==> config.mk <==
export PLATFORM = sky130hd
export DESIGN_NAME = fetch_decode_seq
export DESIGN_NICKNAME = d
export VERILOG_FILES = /design/src/rtl/fde_pkg.sv /design/src/rtl/cycle_watchdog.sv /design/src/rtl/fetch_decode_seq.sv
export SDC_FILE = /design/constraint.sdc
export NUM_CORES = 1
export LEC_CHECK = 0
export BUFFER_PORTS_ARGS = -buffer_cell sky130_fd_sc_hd__buf_2
export CAP_MARGIN = 25
export CORE_ASPECT_RATIO = 0.9
export CORE_MARGIN = 3
export CORE_UTILIZATION = 50
export CTS_BUF_LIST = sky130_fd_sc_hd__clkbuf_4 sky130_fd_sc_hd__clkbuf_8
export DETAILED_ROUTE_END_ITERATION = 6
export GPL_ROUTABILITY_DRIVEN = 0
export PLACE_DENSITY = 0.77
export SLEW_MARGIN = 20
export SYNTH_ARGS = -nofsm -noshare
export SYNTH_HDL_FRONTEND = slang
export SYNTH_HIERARCHICAL = 1
export SYNTH_SLANG_ARGS = --single-unit
==> constraint.sdc <==
create_clock -name clk -period 1.9 [get_ports clk]
set_input_delay 0.38 -clock clk [delete_from_list [all_inputs] [get_ports clk]]
set_output_delay 0.38 -clock clk [all_outputs]
set_load 0.02 [all_outputs]
==> src/rtl/fde_pkg.sv <==
// rtl/fde_pkg.sv - shared constants and state encoding for the fetch/decode sequencer
package fde_pkg;

  localparam int OPC_W     = 4;
  localparam int NUM_UNITS = 4;
  localparam int TMO_W     = 4;
  localparam int TMO_CYC   = 15;

  localparam logic [3:0] HALT_OPC = 4'hF;

  // Opcode k starts execution unit k.
  localparam int UNIT_REGALU = 0;
  localparam int UNIT_LDST   = 1;
  localparam int UNIT_BRANCH = 2;
  localparam int UNIT_IMM    = 3;

  typedef enum logic [3:0] {
    ST_IDLE   = 4'd0,
    ST_ADDR   = 4'd1,
    ST_READ   = 4'd2,
    ST_LATCH  = 4'd3,
    ST_DECODE = 4'd4,
    ST_ISSUE  = 4'd5,
    ST_WAIT   = 4'd6,
    ST_HALTED = 4'd7,
    ST_FAULT  = 4'd8
  } state_t;

endpackage

==> src/rtl/cycle_watchdog.sv <==
// rtl/cycle_watchdog.sv - loadable down-counter bounding memory and execution waits
// zero_o is high when one more decrement leaves the count at zero (or it already is).
module cycle_watchdog #(
  parameter int TMO_W = 4
) (
  input  logic             clk,
  input  logic             reset,
  input  logic             load_i,
  input  logic [TMO_W-1:0] load_val_i,
  input  logic             dec_i,
  output logic             zero_o
);

  logic [TMO_W-1:0] cnt_q;
  logic [TMO_W-1:0] cnt_d;

  always_comb begin
    cnt_d = cnt_q;
    if (load_i) begin
      cnt_d = load_val_i;
    end else if (dec_i && (cnt_q != '0)) begin
      cnt_d = cnt_q - TMO_W'(1);
    end
  end

  always_ff @(posedge clk) begin
    if (reset) begin
      cnt_q <= '0;
    end else begin
      cnt_q <= cnt_d;
    end
  end

  assign zero_o = (cnt_q <= TMO_W'(1));

endmodule

==> src/rtl/fetch_decode_seq.sv <==
// rtl/fetch_decode_seq.sv - fetches one instruction, decodes it and hands it to one execution unit
// Outputs are registered from the next state, so they always reflect the current state only.
module fetch_decode_seq #(
  parameter int               OPC_W     = fde_pkg::OPC_W,
  parameter int               NUM_UNITS = fde_pkg::NUM_UNITS,
  parameter logic [OPC_W-1:0] HALT_OPC  = OPC_W'(fde_pkg::HALT_OPC),
  parameter int               TMO_CYC   = fde_pkg::TMO_CYC,
  parameter int               TMO_W     = fde_pkg::TMO_W
) (
  input  logic                 clk,
  input  logic                 reset,
  input  logic                 run,
  output logic                 PC_out,
  output logic                 MAR_in,
  output logic                 Mem_rd,
  input  logic                 mem_ack,
  output logic                 IR_in,
  input  logic [OPC_W-1:0]     ir_opcode,
  output logic [NUM_UNITS-1:0] unit_start,
  input  logic [NUM_UNITS-1:0] unit_done,
  output logic                 busy,
  output logic                 Halt,
  output logic                 Fault
);

  import fde_pkg::*;

  localparam int SEL_W = (NUM_UNITS > 1) ? $clog2(NUM_UNITS) : 1;

  state_t           state_q, state_d;
  logic [SEL_W-1:0] sel_q, sel_d;
  logic             wd_load, wd_dec, wd_zero;
  logic             sel_done;

  // Only the unit that was started may end the instruction.
  assign sel_done = unit_done[sel_q];

  cycle_watchdog #(
    .TMO_W (TMO_W)
  ) u_watchdog (
    .clk        (clk),
    .reset      (reset),
    .load_i     (wd_load),
    .load_val_i (TMO_W'(TMO_CYC)),
    .dec_i      (wd_dec),
    .zero_o     (wd_zero)
  );

  always_comb begin
    state_d = state_q;
    sel_d   = sel_q;
    wd_load = 1'b0;
    wd_dec  = 1'b0;
    case (state_q)
      ST_IDLE: begin
        if (run) state_d = ST_ADDR;
      end
      ST_ADDR: begin
        wd_load = 1'b1;
        state_d = ST_READ;
      end
      ST_READ: begin
        if (mem_ack) begin
          state_d = ST_LATCH;
        end else begin
          wd_dec = 1'b1;
          if (wd_zero) state_d = ST_FAULT;
        end
      end
      ST_LATCH: begin
        state_d = ST_DECODE;
      end
      ST_DECODE: begin
        if (int'(ir_opcode) < NUM_UNITS) begin
          sel_d   = SEL_W'(ir_opcode);
          state_d = ST_ISSUE;
        end else if (ir_opcode == HALT_OPC) begin
          state_d = ST_HALTED;
        end else begin
          state_d = ST_FAULT;
        end
      end
      ST_ISSUE: begin
        // unit_done is not looked at here: a unit cannot finish in zero cycles.
        wd_load = 1'b1;
        state_d = ST_WAIT;
      end
      ST_WAIT: begin
        if (sel_done) begin
          state_d = run ? ST_ADDR : ST_IDLE;
        end else begin
          wd_dec = 1'b1;
          if (wd_zero) state_d = ST_FAULT;
        end
      end
      ST_HALTED: state_d = ST_HALTED;
      ST_FAULT:  state_d = ST_FAULT;
      default:   state_d = ST_FAULT;
    endcase
  end

  always_ff @(posedge clk) begin
    if (reset) begin
      state_q    <= ST_IDLE;
      sel_q      <= '0;
      PC_out     <= 1'b0;
      MAR_in     <= 1'b0;
      Mem_rd     <= 1'b0;
      IR_in      <= 1'b0;
      unit_start <= '0;
      busy       <= 1'b0;
      Halt       <= 1'b0;
      Fault      <= 1'b0;
    end else begin
      state_q    <= state_d;
      sel_q      <= sel_d;
      PC_out     <= (state_d == ST_ADDR);
      MAR_in     <= (state_d == ST_ADDR);
      Mem_rd     <= (state_d == ST_READ);
      IR_in      <= (state_d == ST_LATCH);
      unit_start <= (state_d == ST_ISSUE) ? (NUM_UNITS'(1) << sel_d) : '0;
      busy       <= !(state_d inside {ST_IDLE, ST_HALTED, ST_FAULT});
      Halt       <= (state_d == ST_HALTED);
      Fault      <= (state_d == ST_FAULT);
    end
  end

endmodule

==> impl_metrics.toml <==
[outcome]
status = "complete, but fails checks"
violations = "negative setup slack"

[logic_synthesis]
synth_area_per_cell_um2 = 9.179
synth_ff_type = "dfxtp_1"
synth.distinct_cells = 46
yosys_warnings = 6
synth_edf_count = 0
async_reset_ff_share_pct = 0
syn_inst = 119
synth.ff_latch_count = 20
ys_seq_area_share_pct = 36.66
syn-cell-area_um2 = 1092

[final_layout]
diodes = 0
final_cell_mix = "buf_4, buf_2, dfxtp_1, nor2_1, nand2_1"
drive_above_1_share_pct = 51.19
seqCellArea_um2 = 409.1
fin_nets = 184
mostFrequentLayoutCell = "buf_4"
multiInputGateArea_um2 = 772.0
fin_area_um2 = 1605
fin_cells = 193
nFillCells = 121
syn2layout_area_growth_pct = 46.96

[power_and_ir_drop]
power.density_nw_per_um2 = 801.3
power_uw = 1286
peakVddDrop_v = 0.001009
leakagePower_uw = 0.0006648

[cts]
cts_buffer_depth = 2
clk_pin_slew_worst_paths_ns = 0.12
clkSinkCount = 20
htree_levels = 1
cts_buffers = 3
cts_tree = "done"
cts-root-buf = "clkbuf_4"
ctsHoldBuffers = 0
clk_latency_ns = 0.31

[place]
dpl_cell_area_um2 = 1363
placed_cells = 182
hpwl_um = 2004
io_buffers = 22

[routing]
ant_nets = 0
drc_errors = 0
routedWlPerCell_um = 18.53
initialDrtViolationCount = 58
dr_total_vias = 1137
via_per_inst = 5.891
dr.pass1.iters = 4
wirelength_um = 3577

[die]
die_area_um2 = 2782
num_rows = 15
io_pins = 23
initial_core_util_pct = 54.91
coreArea_um2 = 1989
die_w_um = 55.27
die_y_um = 50.34

[global_route]
grt_pass1_wl_um = 5099
grt_max_degree = 18
grt_pass1_vias = 1091
grt_overflow_total = 0
grt_antenna_before_repair = 0
grtUsageTotal_pct = 23.59

[critical_path]
crit_arrival_ns = 2.33
cp_max_fo = 4
crit_chain = "inv_4, ha_4, nor2_4, nor3_4, a21bo_2, a21o_1, a211oi_4, and3_4, mux2i_1"
cp-end-kind = "register"
crit_slowest_cell = "dfxtp_4"
crit_path_max_incr_delay_ns = 0.41
critical_path.top_delay_family = "compound AO/OA/AOI/OAI gates"
required_ns = 2.14
crit_type = "register to register"
path_buf_inv = 1
start_kind = "register"

[timing]
final.setup_skew_ns = 0.002136
whs_ns = 0.3815
finalSetupViolCount = 9
rsz0062_at_grt = "true"
setup_ws_ns = -0.1950
fmax_mhz = 477.3
finalCritPeriodShare_pct = 110.3
hold_viol = 0
slew_viol_final = 0
min_period_ns = 2.095

[min_path]
hold_path.class = "input port to register"

[job]
cap_violations = 0
[sequential cells by signal, summed over array words and instances, names as in the netlist]
register	cells
u_watchdog/cnt_q	4
Fault	1
busy	1
Halt	1
sel_q	2
state_q	4
IR_in	1
MAR_in	1
unit_start	4
Mem_rd	1
[worst paths after layout]
| check | startpoint | end | slack (ns) | cells past startpoint |
|---|---|---|---|---|
| hold / removal | ir_opcode[0] | unit_start[0] | 0.38 | 3 |
| setup / recovery | u_watchdog/cnt_q[0] | sel_q[0] | -0.20 | 9 |
| setup reg to reg | u_watchdog/cnt_q[0] | sel_q[0] | -0.20 | 9 |
| hold reg to reg | sel_q[1] | sel_q[1] | 0.55 | 2 |
[cell families after synthesis]
family | after synthesis | synth area share (%)
AO/OA/AOI/OAI | 22 | 20.16
adder cells (fa/ha/maj) | 3 | 3.437
buffers and inverters | 14 | 5.499
flip-flops | 20 | 36.65
multiplexers | 6 | 5.499
other | 1 | 0.3433
AND/OR/NAND/NOR | 53 | 28.41
[per-layer routing]
layer	GRT usage, %	part of all wire, %	vias to the layer above
li1	-	-	520
met1	27.13	43	545
met2	41.34	46	55
met3	7.969	6.4	17
met4	7.287	4.4	0
met5	0	0	-
[through the flow]
stage / utilization (%) / TNS, ns / setup slack (ns)
after floorplan: - / -0.01615 / -0.01615
after detailed placement: 68.49 / -0.6832 / -0.1731
final: 80.69 / -0.9323 / -0.1950
after CTS: 76.60 / -0.1413 / -0.04291
after global placement: 68.49 / -0.3158 / -0.1002
after global routing: 80.69 / -1.745 / -0.2709
[timing repair]
item / 4_1_cts / 5_1_grt
cloned: 0 / 0
setup endpoints to repair: 10 / 14
buffers inserted: 3 / 4
resized for setup: 22 / 11
pin swaps: 11 / 11
[power by group]
group / total, uW / switching [uW] / leakage [uW] / internal [uW]
clock: 352 / 139 / 0.0000279 / 213
sequential: 481 / 30.6 / 0.000165 / 450
combinational: 453 / 238 / 0.000472 / 216
[final cells by class]
cell class / instances / area share (%)
Sequential cell: 20 / 25.49
Clock inverter: 1 / 1.871
Inverter: 8 / 2.182
Tap cell: 25 / 1.949
Clock buffer: 3 / 1.403
Multi-Input combinational cell: 88 / 48.09
Timing Repair Buffer: 48 / 19.02
[synthesized netlist by cell type, drive strengths merged, types with 2 or more instances]
cell type  number  area, um2
ha              3      37.54
a21o            2      16.27
clkbuf          2      7.510
and3            2      12.51
nor2b           5      31.28
nor2           11      41.29
a2111oi         3      57.56
inv             8      30.03
nor4b           2      17.52
nor3b           6      45.04
a211oi          2      20.02
nand2b          4      25.02
nand2           7      26.28
dfxtp          20      400.4
o21ai           2      10.01
mux2i           6      60.06
nand3           2      10.01
and2            2      12.51
buf             4      22.52
or3b            2      20.02
nor3            4      20.02
[tightest hold or removal path: stages]
cell and delay [ns]:
buf_2 0.10, buf_4 0.13, nor3_2 0.04
Power figures use the tool's default switching activity.
